## config.mk

```make
export PLATFORM = sky130hd
export DESIGN_NAME = pixel_packer
export DESIGN_NICKNAME = d
export VERILOG_FILES = /design/src/rtl/pixel_packer_pkg.sv /design/src/rtl/pp_skid_fifo2.sv /design/src/rtl/pixel_packer.sv
export SDC_FILE = /design/constraint.sdc
export NUM_CORES = 1
export LEC_CHECK = 0
export CAP_MARGIN = 20
export CELL_PAD_IN_SITES_DETAIL_PLACEMENT = 1
export CELL_PAD_IN_SITES_GLOBAL_PLACEMENT = 2
export CORE_UTILIZATION = 45
export DETAILED_ROUTE_END_ITERATION = 10
export DONT_BUFFER_PORTS = 1
export GPL_TIMING_DRIVEN = 0
export PLACE_DENSITY_LB_ADDON = 0.1
export SLEW_MARGIN = 25
export SYNTH_ARGS = -nofsm -noshare
export SYNTH_HDL_FRONTEND = slang
export SYNTH_SLANG_ARGS = --single-unit
```

## constraint.sdc

```tcl
create_clock -name clk_in -period 6.95 [get_ports clk_in]
set_input_delay 1.39 -clock clk_in [delete_from_list [all_inputs] [get_ports clk_in]]
set_output_delay 1.39 -clock clk_in [all_outputs]
set_load 0.02 [all_outputs]
```

## src/rtl/pixel_packer_pkg.sv

```systemverilog
`default_nettype none
// ============================================================================
// Module      : pixel_packer_pkg
// Description : Shared types and constants for the pixel packer: the packing
//               FSM state encoding and the AXI-Stream word width.
// Revision    : 1.0 - initial release
// ============================================================================
package pixel_packer_pkg;

  localparam int AXIS_W = 128;

  typedef enum logic [1:0] {
    WAIT_SOF = 2'd0,
    PACK     = 2'd1,
    DROP     = 2'd2
  } pp_state_t;

endpackage : pixel_packer_pkg
`default_nettype wire

```

## src/rtl/pp_skid_fifo2.sv

```systemverilog
`default_nettype none
// ============================================================================
// Module      : pp_skid_fifo2
// Description : Two-entry output buffer carrying a data word plus its TLAST
//               bit. A push while full is accepted only when a pop happens in
//               the same cycle; otherwise the pushed word is discarded and
//               the caller is expected to flag the loss using o_full.
// Revision    : 1.0 - initial release
// ============================================================================
module pp_skid_fifo2 #(
  parameter int DATA_W = 128
) (
  input  logic              clk,
  input  logic              rst_n,
  input  logic              i_push,
  input  logic [DATA_W-1:0] i_data,
  input  logic              i_last,
  input  logic              i_pop,
  output logic              o_full,
  output logic              o_valid,
  output logic [DATA_W-1:0] o_data,
  output logic              o_last
);

  logic [DATA_W-1:0] r_mem_data [2];
  logic              r_mem_last [2];
  logic              r_wr_ptr;
  logic              r_rd_ptr;
  logic [1:0]        r_count;

  logic w_pop;
  logic w_push;

  assign w_pop   = i_pop && (r_count != 2'd0);
  assign w_push  = i_push && ((r_count != 2'd2) || w_pop);
  assign o_full  = (r_count == 2'd2);
  assign o_valid = (r_count != 2'd0);
  assign o_data  = r_mem_data[r_rd_ptr];
  assign o_last  = r_mem_last[r_rd_ptr];

  // Storage and pointer/occupancy bookkeeping; head entry stays put until popped.
  always_ff @(posedge clk or negedge rst_n) begin
    if (!rst_n) begin
      for (int i = 0; i < 2; i++) begin
        r_mem_data[i] <= '0;
        r_mem_last[i] <= 1'b0;
      end
      r_wr_ptr <= 1'b0;
      r_rd_ptr <= 1'b0;
      r_count  <= 2'd0;
    end else begin
      if (w_push) begin
        r_mem_data[r_wr_ptr] <= i_data;
        r_mem_last[r_wr_ptr] <= i_last;
        r_wr_ptr             <= ~r_wr_ptr;
      end
      if (w_pop) begin
        r_rd_ptr <= ~r_rd_ptr;
      end
      case ({w_push, w_pop})
        2'b10:   r_count <= r_count + 2'd1;
        2'b01:   r_count <= r_count - 2'd1;
        default: r_count <= r_count;
      endcase
    end
  end

endmodule : pp_skid_fifo2
`default_nettype wire

```

## src/rtl/pixel_packer.sv

```systemverilog
`default_nettype none
// ============================================================================
// Module      : pixel_packer
// Description : Packs a free-running camera pixel stream into 128-bit
//               AXI-Stream words with TLAST on the final word of each frame.
//               Short frames are closed early with a zero-padded TLAST word,
//               long-frame pixels are discarded, and a lost word forces the
//               packer to resynchronise on the next SOF.
//               Optional macro PIXEL_PACKER_STATS_EN enables the frame and
//               short-frame statistics counters (tied to 0 otherwise).
// Revision    : 1.0 - initial release
// ============================================================================
module pixel_packer
  import pixel_packer_pkg::*;
#(
  parameter int PIX_W    = 8,
  parameter int H_ACTIVE = 640,
  parameter int V_ACTIVE = 360
) (
  input  logic              clk_in,
  input  logic              rst_n_in,
  input  logic              pix_valid_in,
  input  logic [PIX_W-1:0]  pix_data_in,
  input  logic              pix_sof_in,
  output logic [AXIS_W-1:0] m_axis_data,
  output logic              m_axis_valid,
  output logic              m_axis_tlast,
  input  logic              m_axis_ready,
  output logic              overflow_out,
  output logic              frame_err_out,
  input  logic              clr_err_in,
  output logic [15:0]       frame_count_out,
  output logic [15:0]       short_count_out
);

  localparam int LANES       = AXIS_W / PIX_W;
  localparam int FRAME_WORDS = (H_ACTIVE * V_ACTIVE) / LANES;
  localparam int LANE_W      = (LANES > 1) ? $clog2(LANES) : 1;
  localparam int WC_W        = ($clog2(FRAME_WORDS) > 14) ? $clog2(FRAME_WORDS) : 14;

  pp_state_t         r_state;
  pp_state_t         w_state_nxt;
  logic [LANE_W-1:0] r_lane;
  logic [LANE_W-1:0] w_lane_nxt;
  logic [WC_W-1:0]   r_word;
  logic [WC_W-1:0]   w_word_nxt;
  logic [AXIS_W-1:0] r_acc;
  logic [AXIS_W-1:0] w_acc_nxt;
  logic [AXIS_W-1:0] w_pix_ins;
  logic [AXIS_W-1:0] w_pix_first;
  logic              r_after_last;
  logic              w_after_last_nxt;

  logic              w_push;
  logic [AXIS_W-1:0] w_push_data;
  logic              w_push_last;
  logic              w_err_set;
  logic              w_short_inc;
  logic              w_ovf_set;

  logic              w_lane_last;
  logic              w_word_last;
  logic              w_mid_frame;

  logic              w_full;
  logic              w_pop;
  logic              w_fifo_valid;
  logic [AXIS_W-1:0] w_fifo_data;
  logic              w_fifo_last;

  logic              r_overflow;
  logic              r_frame_err;

  // Accumulator always holds zeros above the current lane, so a partial word
  // is already zero-padded and a lane-0 flush is naturally all-zero.
  assign w_pix_ins   = r_acc | (AXIS_W'(pix_data_in) << (int'(r_lane) * PIX_W));
  assign w_pix_first = AXIS_W'(pix_data_in);
  assign w_lane_last = (r_lane == LANE_W'(LANES - 1));
  assign w_word_last = (r_word == WC_W'(FRAME_WORDS - 1));
  assign w_mid_frame = (r_word != '0) || (r_lane != '0);
  assign w_pop       = w_fifo_valid && m_axis_ready;

  // State register.
  always_ff @(posedge clk_in or negedge rst_n_in) begin
    if (!rst_n_in) begin
      r_state <= WAIT_SOF;
    end else begin
      r_state <= w_state_nxt;
    end
  end

  // Next-state and datapath control: packing, early-SOF flush, long-frame
  // detection; a word lost to a full buffer overrides everything with DROP.
  always_comb begin
    w_state_nxt      = r_state;
    w_lane_nxt       = r_lane;
    w_word_nxt       = r_word;
    w_acc_nxt        = r_acc;
    w_after_last_nxt = r_after_last;
    w_push           = 1'b0;
    w_push_data      = w_pix_ins;
    w_push_last      = 1'b0;
    w_err_set        = 1'b0;
    w_short_inc      = 1'b0;
    w_ovf_set        = 1'b0;

    if (pix_valid_in) begin
      case (r_state)
        WAIT_SOF, DROP: begin
          if (pix_sof_in) begin
            w_state_nxt      = PACK;
            w_acc_nxt        = w_pix_first;
            w_lane_nxt       = LANE_W'(1);
            w_word_nxt       = '0;
            w_after_last_nxt = 1'b0;
          end else if ((r_state == WAIT_SOF) && r_after_last) begin
            w_err_set = 1'b1;
          end
        end
        PACK: begin
          if (pix_sof_in && w_mid_frame) begin
            w_push           = 1'b1;
            w_push_data      = r_acc;
            w_push_last      = 1'b1;
            w_err_set        = 1'b1;
            w_short_inc      = 1'b1;
            w_acc_nxt        = w_pix_first;
            w_lane_nxt       = LANE_W'(1);
            w_word_nxt       = '0;
            w_after_last_nxt = 1'b0;
          end else if (w_lane_last) begin
            w_push      = 1'b1;
            w_push_data = w_pix_ins;
            w_push_last = w_word_last;
            w_acc_nxt   = '0;
            w_lane_nxt  = '0;
            if (w_word_last) begin
              w_word_nxt       = '0;
              w_state_nxt      = WAIT_SOF;
              w_after_last_nxt = 1'b1;
            end else begin
              w_word_nxt = r_word + WC_W'(1);
            end
          end else begin
            w_acc_nxt  = w_pix_ins;
            w_lane_nxt = r_lane + LANE_W'(1);
          end
        end
        default: begin
          w_state_nxt = WAIT_SOF;
        end
      endcase
    end

    if (w_push && w_full && !w_pop) begin
      w_ovf_set   = 1'b1;
      w_state_nxt = DROP;
      w_acc_nxt   = '0;
      w_lane_nxt  = '0;
      w_word_nxt  = '0;
    end
  end

  // Lane/word counters, accumulator and long-frame tracking.
  always_ff @(posedge clk_in or negedge rst_n_in) begin
    if (!rst_n_in) begin
      r_lane       <= '0;
      r_word       <= '0;
      r_acc        <= '0;
      r_after_last <= 1'b0;
    end else begin
      r_lane       <= w_lane_nxt;
      r_word       <= w_word_nxt;
      r_acc        <= w_acc_nxt;
      r_after_last <= w_after_last_nxt;
    end
  end

  // Sticky error flags; a clear wins over a same-cycle set.
  always_ff @(posedge clk_in or negedge rst_n_in) begin
    if (!rst_n_in) begin
      r_overflow  <= 1'b0;
      r_frame_err <= 1'b0;
    end else if (clr_err_in) begin
      r_overflow  <= 1'b0;
      r_frame_err <= 1'b0;
    end else begin
      if (w_ovf_set) r_overflow  <= 1'b1;
      if (w_err_set) r_frame_err <= 1'b1;
    end
  end

  pp_skid_fifo2 #(
    .DATA_W (AXIS_W)
  ) u_out_buf (
    .clk     (clk_in),
    .rst_n   (rst_n_in),
    .i_push  (w_push),
    .i_data  (w_push_data),
    .i_last  (w_push_last),
    .i_pop   (w_pop),
    .o_full  (w_full),
    .o_valid (w_fifo_valid),
    .o_data  (w_fifo_data),
    .o_last  (w_fifo_last)
  );

  assign m_axis_valid  = w_fifo_valid;
  assign m_axis_data   = w_fifo_data;
  assign m_axis_tlast  = w_fifo_last;
  assign overflow_out  = r_overflow;
  assign frame_err_out = r_frame_err;

`ifdef PIXEL_PACKER_STATS_EN
  logic [15:0] r_frame_cnt;
  logic [15:0] r_short_cnt;

  // Frames are counted when their TLAST word leaves; short frames on detection.
  always_ff @(posedge clk_in or negedge rst_n_in) begin
    if (!rst_n_in) begin
      r_frame_cnt <= '0;
      r_short_cnt <= '0;
    end else begin
      if (w_pop && w_fifo_last) r_frame_cnt <= r_frame_cnt + 16'd1;
      if (w_short_inc)          r_short_cnt <= r_short_cnt + 16'd1;
    end
  end

  assign frame_count_out = r_frame_cnt;
  assign short_count_out = r_short_cnt;
`else
  logic w_unused_short;
  assign w_unused_short  = w_short_inc;
  assign frame_count_out = '0;
  assign short_count_out = '0;
`endif

endmodule : pixel_packer
`default_nettype wire

```

# [After elaboration in Yosys (flattened, before gate mapping)]
# Cells that the tools add are included.
[word_totals] reg_bits=413 elab_cells=134 inputBits=14
[classes] n_reduce_logical=26 addsub=4 n_mux=65 n_eq_ne=16 n_bitwise=5 magnitude_cmp=3 shifts=1
[op_table] operator="two-way mux 128 bit" count=12
[op_table] operator="bitwise mux 256 bit" count=1
[op_table] operator="one-hot mux 128 bit (2 select lines)" count=1
[op_table] operator="demux 128 bit (select 1 bit)" count=1
[op_table] operator="OR 128 bit" count=1
[op_table] operator="<< shifter 8 x 7 -> 128 bit" count=1
[op_table] operator="two-way mux 14 bit" count=6
[op_table] operator="one-hot mux 14 bit (2 select lines)" count=1
[op_table] operator="two-way mux 1 bit" count=25
[op_table] operator="two-way mux 4 bit" count=5
[op_table] operator="!= test 3 bit (second input constant)" count=6
[op_table] operator="adder 14 x 1 -> 14 bit (second input constant)" count=1
[op_table] operator="== test 14 bit (second input constant)" count=1
[op_table] operator="nonzero test 14 bit" count=1
[op_table] operator="two-way mux 2 bit" count=6
[op_table] operator="nonzero test 2 bit" count=6
[op_table] operator="AND reduction 5 bit" count=2
[op_table] operator="logical AND 1 bit" count=8
[op_table] operator="one-hot mux 2 bit (2 select lines)" count=2
[op_table] operator="one-hot mux 4 bit (2 select lines)" count=1
[op_table] operator="== test 2 bit (second input constant)" count=3
[op_table] operator="adder 4 x 1 -> 4 bit (second input constant)" count=1
[op_table] operator="== test 2 x 1 -> 1 bit (second input constant)" count=2
[op_table] operator="== test 4 bit (second input constant)" count=1
[op_table] operator="19 further kinds" count=25

# [Longest topological paths before layout]
# Gate-level depths: netlist of the first run.
[depth] ltp_word=11 mapped_depth=12 ltp_nobuf=10

# [By module]
# Synthesis of the first run repeated with hierarchy kept, for this count alone.
[unflattened] hier_cells=1529 hier_area_um2=19099.6
[modules_own_cells] module="pp_skid_fifo2" cells_per_inst=706 instances=1 area_each_um2=11395.9 seq_area_each_um2=6556.3
[modules_own_cells] module="pixel_packer" cells_per_inst=823 instances=1 area_each_um2=7703.6 seq_area_each_um2=3778.6

# [Least setup slack after synthesis of the first run]
# No wires, ideal clock.
[synth_timing] kind="in2reg" startpoint="in pix_valid_in" endpoint="reg r_acc[10]" path_stages=6 path_slack_ns=4.117 setup_time_ns=0.132 t_arrival_ns=2.701 path_buffers=3 path_cell_list="clkbuf_1 o221ai_1 a31oi_1 clkbuf_1 buf_1 nor2_1"
[synth_via] elab_chain_len=5
[synth_rtl] element="from (decl)" line="pixel_packer.sv:22" text="input logic pix_valid_in,"
[synth_rtl] element="two-way mux 1 bit" line="pixel_packer.sv:107" text="if (pix_valid_in) begin"
[synth_rtl] element="logical AND 1 bit (2 in a row)" line="pixel_packer.sv:155" text="if (w_push && w_full && !w_pop) begin"
[synth_rtl] element="!= test 3 bit (no source line) (tied with other cells)"
[synth_rtl] element="AND reduction 3 bit (no source line)"
[synth_rtl] element="to (signal assigned)" line="pixel_packer.sv:174" text="r_acc <= w_acc_nxt;"
[synth_rtl] element="to (decl)" line="pixel_packer.sv:47" text="logic [AXIS_W-1:0] r_acc;"
# Several ways; a longest one is shown, not always the timed one.
# A chain may end at the register's enable or synchronous reset.

# [Worst setup path after layout of the first run]
[layout_timing] startpoint="reg u_out_buf.r_rd_ptr" endpoint="out m_axis_data[90]"
[layout_via] elab_chain_len=4
[layout_rtl] element="from (decl)" line="pp_skid_fifo2.sv:28" text="logic r_rd_ptr;"
[layout_rtl] element="from (signal assigned)" line="pp_skid_fifo2.sv:58" text="r_rd_ptr <= ~r_rd_ptr;"
[layout_rtl] element="inverter 1 -> 2 bit (implied by the code)" line="pp_skid_fifo2.sv:38" text="assign o_data = r_mem_data[r_rd_ptr];"
[layout_rtl] element="two-way mux 128 bit (implied by the code) (3 in a row)" line="pp_skid_fifo2.sv:38"
[layout_rtl] element="to (decl)" line="pixel_packer.sv:25" text="output logic [AXIS_W-1:0] m_axis_data,"
# No other way between the ends. The select of a mux whose other input is x is not followed.

==> results.toml, run 1 <==
[clocking]
cts_tree = "yes"
post_cts_resize_count = 0
numClockSinks = 413
clk_pin_slew_worst_paths_ns = 0.06
cts_setup_buffers = 0
clockBufferDepth = 3
worstSkewPairLatency_ns = 0.57
htreeDepth = 2
cts_made_buffers = 45
cts_hold_buffers = 0
cts-root-buf = "clkbuf_16"

[worst_setup_path]
reg2reg_slack_ns = 3.02
worstSetupStartpointType = "flop"
end_kind = "output pin"
worstPathMaxFanout = 10
cp.arrival_ns = 3.06
rr_worst_depth = 11
worstPathRequired_ns = 5.56
timing.rr.end = "u_out_buf.r_mem_data[135]$_DFFE_PN0P_"
path_class = "reg -> out"
timing.rr.start = "r_lane[0]$_DFFE_PN0P_"

[sta]
worst_pin_slew_ns = 1.03
grt_setup_unrepaired = "false"
drv_slew = 0
hold_violations = 0
timing.final.ws_setup_ns = 2.50
finClkSkew_ns = 0.0141
finalCriticalPeriod_ns = 4.45
slew_headroom_pct = 31.6
period_share_pct = 64.1
setup_viol = 0
fmax_ghz = 0.224
fin_setup_tns_ns = 0

[outcome]
status = "complete, no violations"

[pwr]
peakVddDrop_mv = 0.258
internal-power_w = 0.00535
p_sw_share_pct = 36.7
p_per_area_mw_per_mm2 = 414
p_leak_nw = 9.82
comb_power_share_pct = 32.2
power.switching_w = 0.00310
seqPwrFrac_pct = 37.9
pwr-share-clk_pct = 29.9

[grt]
grt_busiest_layer = "met2"
grt_start_max_net_pins = 414
grtUsageMet1_pct = 36.4
overflow = 0
grt_usage_pct = 26.8
grt_pass1_wl_um = 82700
grt_pass1_vias = 13200
antenna_found_initial = 0
grt_use_met3_pct = 4.56
grt_use_met2_pct = 44.1

[finish]
stdcell_area_mm2 = 0.0204
nFillCells = 4199
regArea_mm2 = 0.0103
final_util_pct = 51.4
layout.nets = 1658
multi_input_area_mm2 = 0.00705
antenna_cells = 0
area_growth_syn_to_layout_pct = 12.9
drive_gt1_share_pct = 26.0

[detailed_routing]
first_pass_iters = 5
num_vias = 12100
avgViaCountPerCell = 5.52
drcViolationCount = 0
ant_nets = 0
drt-initial-drc-count = 736
drt-total-wl_um = 53400
wl_per_cell_um = 24.3

[place]
gp_congestion = 0.812
port_buffers = 0
dp_hpwl_um = 36700
dpl_cell_area_mm2 = 0.0188
dp_slack_ns = 3.00

[die]
chipWidth_um = 202
initial_core_util_pct = 45.6
die_h_um = 202
std_cell_rows = 73
die_area_mm2 = 0.0410
io_pins = 178
fp.coreArea_mm2 = 0.0396

[hold_path]
hp-class = "reg -> reg"
holdPathEnd = "u_out_buf.r_mem_data[167]$_DFFE_PN0P_"
min-delay-start = "u_out_buf.r_mem_data[167]$_DFFE_PN0P_"
min_path_cells = 2

[logic_synthesis]
synth_compound_area_share_pct = 9.85
synth_xor_area_share_pct = 0.727
synthDistinctLibCells = 54
syn_area_per_cell_um2 = 11.6
yosys.area_share.simple_pct = 8.91
muxShareOfSynthArea_pct = 18.5
ys_warn_count = 0
synth-edff-count = 0
synth_area_leader_cell = "dfrtp_1"
yosysMostFrequentCell = "dfrtp_1"
synth_ff_type = "dfrtp_1"
yosysTopAreaCellShare_pct = 57.2
ys_async_sr_fraction_pct = 100
ys_ff_latch = 413
synth_top_family_by_area = "multiplexers"
synth.top_cells.by_count = "dfrtp_1, a21oi_1, mux2_2, nor2_1, nand2_1"
seq_area_frac_synth_pct = 57.2
synth_area_leaders = "dfrtp_1, mux2_2, a21oi_1"
syn-cell-area_mm2 = 0.0181
synthCells = 1561
synth-adder-area-share_pct = 0.346

[run]
maxCapViolCount = 0
worst max-delay path, stage by stage (launching register included):
cell	delay, ns
dfrtp_1	0.38
clkbuf_1	0.78
clkbuf_1	0.82
mux2_2	0.51
logic make-up after synthesis:
family / after synthesis
flops: 413
simple gates: 366
compound gates: 339
mux: 278
buf+inv: 144
xor+xnor: 15
fa+ha+maj: 5
other cells: 1
cell usage in the layout, fill, tap and decap left out, drive strengths merged, types with 4 or more instances in the layout:
cell    count
dfrtp     413
nand2      72
clkinv      9
and3       29
xor2       13
a21oi     239
nor3       11
bufinv      7
a22oi       5
buf        87
clkbuf    108
ha          5
nand2b      4
nor2      207
o21ai      77
mux2      276
nand3       8
conb       32
and2       11
nand4       7
inv        11
layer usage:
layer / up-vias / part of all wire (%) / routed length [um]
met4: 0 / 2.5 / 1340
li1: 5484 / - / -
met5: - / 0 / 0
met3: 73 / 4.1 / 2220
met2: 199 / 48 / 25700
met1: 6370 / 45 / 24200
power groups by stage:
stage / Combinational, W / Sequential, W / Clock (W)
after CTS: 0.00276 / 0.00320 / 0.00257
after global routing: 0.00293 / 0.00327 / 0.00266
final: 0.00272 / 0.00320 / 0.00253
after global placement: 0.00269 / 0.00320 / 0
after detailed placement: 0.00274 / 0.00324 / 0
after floorplan: 0.00199 / 0.00313 / 0
worst max path at each step:
stage	from	end	slack [ns]	depth (start not counted)
floorplan	pix_valid_in	r_acc[10]$_DFFE_PN0P_	4.12	6
global placement	pix_valid_in	r_acc[8]$_DFFE_PN0P_	2.96	6
detailed placement	r_lane[0]$_DFFE_PN0P_	u_out_buf.r_mem_data[152]$_DFFE_PN0P_	3.00	11
CTS	u_out_buf.r_rd_ptr$_DFFE_PN0P_	m_axis_data[90]	2.42	3
global route	u_out_buf.r_rd_ptr$_DFFE_PN0P_	m_axis_data[90]	2.43	3
finish	u_out_buf.r_rd_ptr$_DFFE_PN0P_	m_axis_data[90]	2.50	3
sequential cells by signal (all words and copies together), names as in the netlist:
| register | flops |
|---|---|
| frame_err_out | 1 |
| overflow_out | 1 |
| r_acc | 128 |
| r_after_last | 1 |
| r_lane | 4 |
| r_state | 2 |
| r_word | 14 |
| u_out_buf.r_count | 2 |
| u_out_buf.r_mem_data | 256 |
| u_out_buf.r_mem_last | 2 |
| u_out_buf.r_rd_ptr | 1 |
| u_out_buf.r_wr_ptr | 1 |
layout make-up:
class                   count  area share [%]
plain buffers             133            3.74
inverters                  11           0.202
clock buffers              62            6.23
clock inverters            17            1.34
well taps                 525            3.22
multi-input cells        1035            34.6
flip-flops and latches    413            50.7
metrics by stage:
step / hold slack, ns / power [W] / instances
after floorplan: 0.446 / 0.00513 / 1592
after global placement: 0.457 / 0.00590 / 2117
after detailed placement: 0.467 / 0.00598 / 2117
after CTS: 0.480 / 0.00854 / 2196
after global routing: 0.502 / 0.00886 / 2196
final: 0.473 / 0.00845 / 2196
No activity file was read; power rests on OpenSTA's default activity.
==> inputs of run 2 (changes only) <==
CORE_UTILIZATION = 43   (was 45)
clock period = 4.33 ns   (was 6.95 ns; I/O delays follow)
==> results.toml, run 2 (synthesis gave the netlist of run 1 again) <==
[clocking]
worstSkewPairLatency_ns = 0.57
cts_tree = "yes"
cts_setup_buffers = 0
post_cts_resize_count = 0
clockBufferDepth = 3
cts_made_buffers = 46
numClockSinks = 413
cts-root-buf = "clkbuf_16"
cts_hold_buffers = 2
htreeDepth = 2
clk_pin_slew_worst_paths_ns = 0.06

[worst_setup_path]
reg2reg_slack_ns = 0.52
timing.rr.start = "r_lane[0]$_DFFE_PN0P_"
end_kind = "flop"
worstPathRequired_ns = 4.74
cp.arrival_ns = 4.22
worstPathMaxFanout = 10
rr_worst_depth = 11
path_class = "reg -> reg"
crit_chain = "clkbuf_1 -> inv_1 -> clkbuf_1 -> ha_1 -> nor2b_1 -> and4_1 -> a21boi_1 -> o21ai_2 -> buf_2 -> clkbuf_1 -> o21ai_0"
crit_buf_inv = 5
path_delay_family = "buffers and inverters"
timing.rr.end = "u_out_buf.r_mem_data[135]$_DFFE_PN0P_"
slowest_delay_ns = 0.59
critPathSlowestCell = "clkbuf_1"
cp_common_cell = "clkbuf_1"
worstSetupStartpointType = "flop"

[sta]
finClkSkew_ns = 0.0192
period_share_pct = 88.0
fin_setup_tns_ns = 0
whs_ns = 0.0446
drv_slew = 0
fmax_ghz = 0.262
worst_pin_slew_ns = 1.26
grt_setup_unrepaired = "false"
hold_violations = 0
slew_headroom_pct = 16.2
finalCriticalPeriod_ns = 3.81
setup_viol = 0

[detailed_routing]
drt-initial-drc-count = 684
drt-total-wl_um = 54100
first_pass_iters = 7
wl_per_cell_um = 24.5
avgViaCountPerCell = 5.49
drcViolationCount = 13
num_vias = 12100
ant_nets = 0

[outcome]
violations = "design-rule violations"
status = "finished with violations"

[finish]
drive_gt1_share_pct = 25.7
regArea_mm2 = 0.0103
antenna_cells = 0
stdcell_area_mm2 = 0.0204
nFillCells = 4376
layout.nets = 1661
final_common_cell = "dfrtp_1"
area_growth_syn_to_layout_pct = 12.7
top_register = "u_out_buf.r_mem_data"
multi_input_area_mm2 = 0.00705
most-common-layout-cells = "dfrtp_1, a21oi_1, mux2_2"
largest_reg_flops = 256
layout_top_registers = "u_out_buf.r_mem_data (256), r_acc (128), r_word (14)"

[grt]
grt_usage_pct = 25.8
grt_pass1_vias = 12900
antenna_found_initial = 0
overflow = 0
grt_start_max_net_pins = 352
grt_pass1_wl_um = 81800

[pwr]
comb_power_share_pct = 32.8
peakVddDrop_mv = 0.338
internal-power_w = 0.00841
seqPwrFrac_pct = 38.4
p_leak_nw = 9.80
p_sw_share_pct = 37.3
pwr-share-clk_pct = 28.8
p_per_area_mw_per_mm2 = 658
power.switching_w = 0.00500

[hold_path]
hp-class = "in -> async"

[die]
fp.coreArea_mm2 = 0.0411
io_pins = 178
std_cell_rows = 74
die_area_mm2 = 0.0428
initial_core_util_pct = 44.0
die_h_um = 207
chipWidth_um = 207

[run]
maxCapViolCount = 0

[place]
dpl_cell_area_mm2 = 0.0189
dp_hpwl_um = 37000
port_buffers = 0
gp_congestion = 0.799
-- run 2: cell types whose count changed in the layout (fill, tap and decap cells not counted), sizes merged --
cell	previous run	this run
clkbuf	108	123
bufinv	7	1
clkinv	9	4
buf	87	88
dlygate4sd3	0	1
-- run 2: per-layer routing --
layer	GRT usage (%)	wire length, um	vias up
met2	42.0	25800	209
li1	-	-	5483
met1	35.1	24500	6348
met4	7.48	1310	0
met5	0	0	-
met3	4.69	2540	78
-- run 2: power groups by stage --
stage	registers [W]	clock network, W	logic, W
after floorplan	0.00503	0	0.00320
after global placement	0.00515	0	0.00432
after detailed placement	0.00521	0	0.00440
after CTS	0.00515	0.00395	0.00445
after global routing	0.00526	0.00409	0.00472
final	0.00515	0.00386	0.00440
-- run 2: worst max-delay path by stage --
| stage | depth (start not counted) | slack (ns) | startpoint | to |
|---|---|---|---|---|
| floorplan | 11 | 1.83 | r_lane[0]$_DFFE_PN0P_ | u_out_buf.r_mem_data[192]$_DFFE_PN0P_ |
| global placement | 11 | 0.58 | r_lane[0]$_DFFE_PN0P_ | u_out_buf.r_mem_data[135]$_DFFE_PN0P_ |
| detailed placement | 11 | 0.50 | r_lane[0]$_DFFE_PN0P_ | u_out_buf.r_mem_data[135]$_DFFE_PN0P_ |
| CTS | 11 | 0.48 | r_lane[0]$_DFFE_PN0P_ | u_out_buf.r_mem_data[161]$_DFFE_PN0P_ |
| global route | 11 | 0.28 | r_lane[0]$_DFFE_PN0P_ | u_out_buf.r_mem_data[167]$_DFFE_PN0P_ |
| finish | 11 | 0.52 | r_lane[0]$_DFFE_PN0P_ | u_out_buf.r_mem_data[135]$_DFFE_PN0P_ |
-- run 2: cell type report --
type | count | area share, %
buffer | 133 | 3.75
tap | 532 | 3.27
clock inverter | 6 | 0.283
multi-input combinational | 1035 | 34.6
sequential | 413 | 50.7
timing repair buffer | 2 | 0.184
clock buffer | 77 | 6.98
inverter | 11 | 0.203
-- run 2: stage by stage --
| stage | cells | power [W] | util [%] | worst slack (ns) |
|---|---|---|---|---|
| 2_1_floorplan | 1592 | 0.00823 | - | 1.83 |
| 3_3_place_gp | 2124 | 0.00947 | 45.9 | 0.581 |
| 3_5_place_dp | 2124 | 0.00961 | 45.9 | 0.501 |
| 4_1_cts | 2209 | 0.0135 | 49.6 | 0.477 |
| 5_1_grt | 2209 | 0.0141 | 49.6 | 0.278 |
| 6_report | 2209 | 0.0134 | 49.6 | 0.519 |
==> inputs of run 3 (changes only) <==
CORE_UTILIZATION = 40   (was 43)
SYNTH_HIERARCHICAL = 1   (was default)
clock period = 3.1 ns   (was 4.33 ns; I/O delays follow)
==> results.toml, run 3 <==
[sta]
grt_setup_unrepaired = "true"
hold_violations = 274
period_share_pct = 95.6
finalCriticalPeriod_ns = 2.96
slew_headroom_pct = 9.39
worst_pin_slew_ns = 1.36
fin_setup_tns_ns = 0
whs_ns = -0.249
setup_viol = 0
drv_slew = 0
fmax_ghz = 0.338
finClkSkew_ns = 0.0264

[clocking]
clockBufferDepth = 3
cts_tree = "yes"
clk_pin_slew_worst_paths_ns = 0.06
numClockSinks = 413
htreeDepth = 2
cts-root-buf = "clkbuf_16"
worstSkewPairLatency_ns = 0.58
cts_setup_buffers = 0
cts_made_buffers = 47

[outcome]
status = "finished with violations"
violations = "design-rule violations, negative hold slack"

[worst_setup_path]
crit_buf_inv = 3
reg2reg_slack_ns = 0.14
path_class = "reg -> reg"
crit_chain = "buf_2 -> inv_1 -> ha_1 -> nor4b_4 -> nand2_2 -> o2111ai_4 -> nand3_2 -> clkbuf_1 -> o21bai_1 -> mux2_2"
worstPathRequired_ns = 3.61
worstPathMaxFanout = 10
end_kind = "flop"
timing.rr.start = "r_lane[0]$_DFFE_PN0P_"
path_delay_family = "buffers and inverters"
cp.arrival_ns = 3.48
worstSetupStartpointType = "flop"
timing.rr.end = "u_out_buf/r_mem_data[57]$_DFFE_PN0P_"
critPathSlowestCell = "dfrtp_1"
rr_worst_depth = 10
slowest_delay_ns = 0.38
path_depth = 10

[finish]
stdcell_area_mm2 = 0.0217
antenna_cells = 0
final_common_cell = "dfrtp_1"
most-common-layout-cells = "dfrtp_1, mux2_2, nor2_1"
final_util_pct = 46.2
drive_gt1_share_pct = 36.4
top_register = "u_out_buf/r_mem_data"
nFillCells = 4869
layout.nets = 1628
layout_top_registers = "u_out_buf/r_mem_data (256), r_acc (128), r_word (14)"
area_growth_syn_to_layout_pct = 13.4
largest_reg_flops = 256
final_cells = 2249

[die]
die_area_mm2 = 0.0486
fp.coreArea_mm2 = 0.0469
die_h_um = 221
initial_core_util_pct = 40.8
io_pins = 178
std_cell_rows = 79
chipWidth_um = 221

[detailed_routing]
num_vias = 12200
drt-initial-drc-count = 635
drt-total-wl_um = 53800
wl_per_cell_um = 23.9
first_pass_iters = 8
ant_nets = 0
drcViolationCount = 7
avgViaCountPerCell = 5.44

[run]
maxCapViolCount = 0

[pwr]
p_sw_share_pct = 35.2
comb_power_share_pct = 32.1
p_leak_nw = 10.3
peakVddDrop_mv = 0.365
power.switching_w = 0.00657
pwr-share-clk_pct = 30.3
seqPwrFrac_pct = 37.6
p_per_area_mw_per_mm2 = 862
internal-power_w = 0.0121

[grt]
grt_pass1_vias = 12900
grtUsageMet1_pct = 31.4
grt_use_met3_pct = 3.19
grt_start_max_net_pins = 414
grt_pass1_wl_um = 82000
antenna_found_initial = 3
overflow = 0
grt_busiest_layer = "met2"
grt_use_met2_pct = 36.3
grt_usage_pct = 22.5

[logic_synthesis]
ys_ff_latch = 413
seq_area_frac_synth_pct = 54.1
synth_ff_type = "dfrtp_1"
ys_async_sr_fraction_pct = 100
synthDistinctLibCells = 60
synth.top_cells.by_count = "dfrtp_1, mux2_2, nor2_1, o21bai_1, a21oi_1"
synth_area_leaders = "dfrtp_1, mux2_2, o21bai_1"
synthCells = 1529
yosysTopAreaCellShare_pct = 54.1
syn_area_per_cell_um2 = 12.5
yosysMostFrequentCell = "dfrtp_1"
ys_warn_count = 6
syn-cell-area_mm2 = 0.0191
synth_area_leader_cell = "dfrtp_1"
synth-edff-count = 0

[place]
dp.cells = 2167
port_buffers = 0
dpl_cell_area_mm2 = 0.0200
gp_congestion = 0.763
dp_hpwl_um = 36500

[hold_path]
hp-class = "in -> async"
-- run 3: through the flow --
step | power [W] | setup slack (ns)
final | 0.0187 | 0.138
after global routing | 0.0196 | -0.0615
after CTS | 0.0189 | -0.0495
after detailed placement | 0.0131 | -0.244
after global placement | 0.0129 | -0.196
after floorplan | 0.0113 | 0.583
-- run 3: area by class of cell --
type	count	area, um2	area share, %
clock buffer	72	1400	6.48
multi-input combinational	1007	8110	37.4
tap	607	759	3.51
sequential	413	10300	47.7
clock inverter	10	154	0.711
inverter	6	22.5	0.104
buffer	134	877	4.05
-- run 3: repair_timing --
item | CTS | global route
setup endpoints to repair | 89 | 248
hold endpoints to repair | 413 | 413
gates resized for setup | 20 | 20
-- run 3: how the worst max path moves through the flow --
stage / from / endpoint / slack [ns]
4_1_cts: r_lane[0]$_DFFE_PN0P_ / u_out_buf/r_mem_data[111]$_DFFE_PN0P_ / -0.05
3_3_place_gp: r_lane[0]$_DFFE_PN0P_ / u_out_buf/r_mem_data[206]$_DFFE_PN0P_ / -0.20
2_1_floorplan: r_lane[0]$_DFFE_PN0P_ / u_out_buf/r_mem_data[222]$_DFFE_PN0P_ / 0.58
5_1_grt: r_lane[0]$_DFFE_PN0P_ / u_out_buf/r_mem_data[23]$_DFFE_PN0P_ / -0.06
6_report: r_lane[0]$_DFFE_PN0P_ / u_out_buf/r_mem_data[57]$_DFFE_PN0P_ / 0.14
3_5_place_dp: r_lane[0]$_DFFE_PN0P_ / u_out_buf/r_mem_data[78]$_DFFE_PN0P_ / -0.24
-- run 3: cell families (layout without fill, tap and decap cells) --
family,count (synthesis),after routing,synth area share (%)
other cells,1,32,0.0196
fa+ha+maj,5,5,0.328
xor+xnor,6,6,0.275
compound gates,298,298,10.5
flops,413,413,54.1
simple gates,278,278,7.30
mux,388,388,22.9
buf+inv,140,222,4.61
-- run 3: power by group through the flow --
stage | Sequential (W) | Clock [W] | Combinational, W
CTS | 0.00704 | 0.00580 | 0.00602
finish | 0.00703 | 0.00566 | 0.00599
global route | 0.00719 | 0.00599 | 0.00643
floorplan | 0.00692 | 0 | 0.00441
detailed placement | 0.00713 | 0 | 0.00595
global placement | 0.00706 | 0 | 0.00587
-- run 3: routing by layer --
layer,part of all wire [%],vias to the layer above
met1,46,6428
li1,-,5517
met2,48,215
met4,2.3,0
met3,3.8,76
met5,0,-
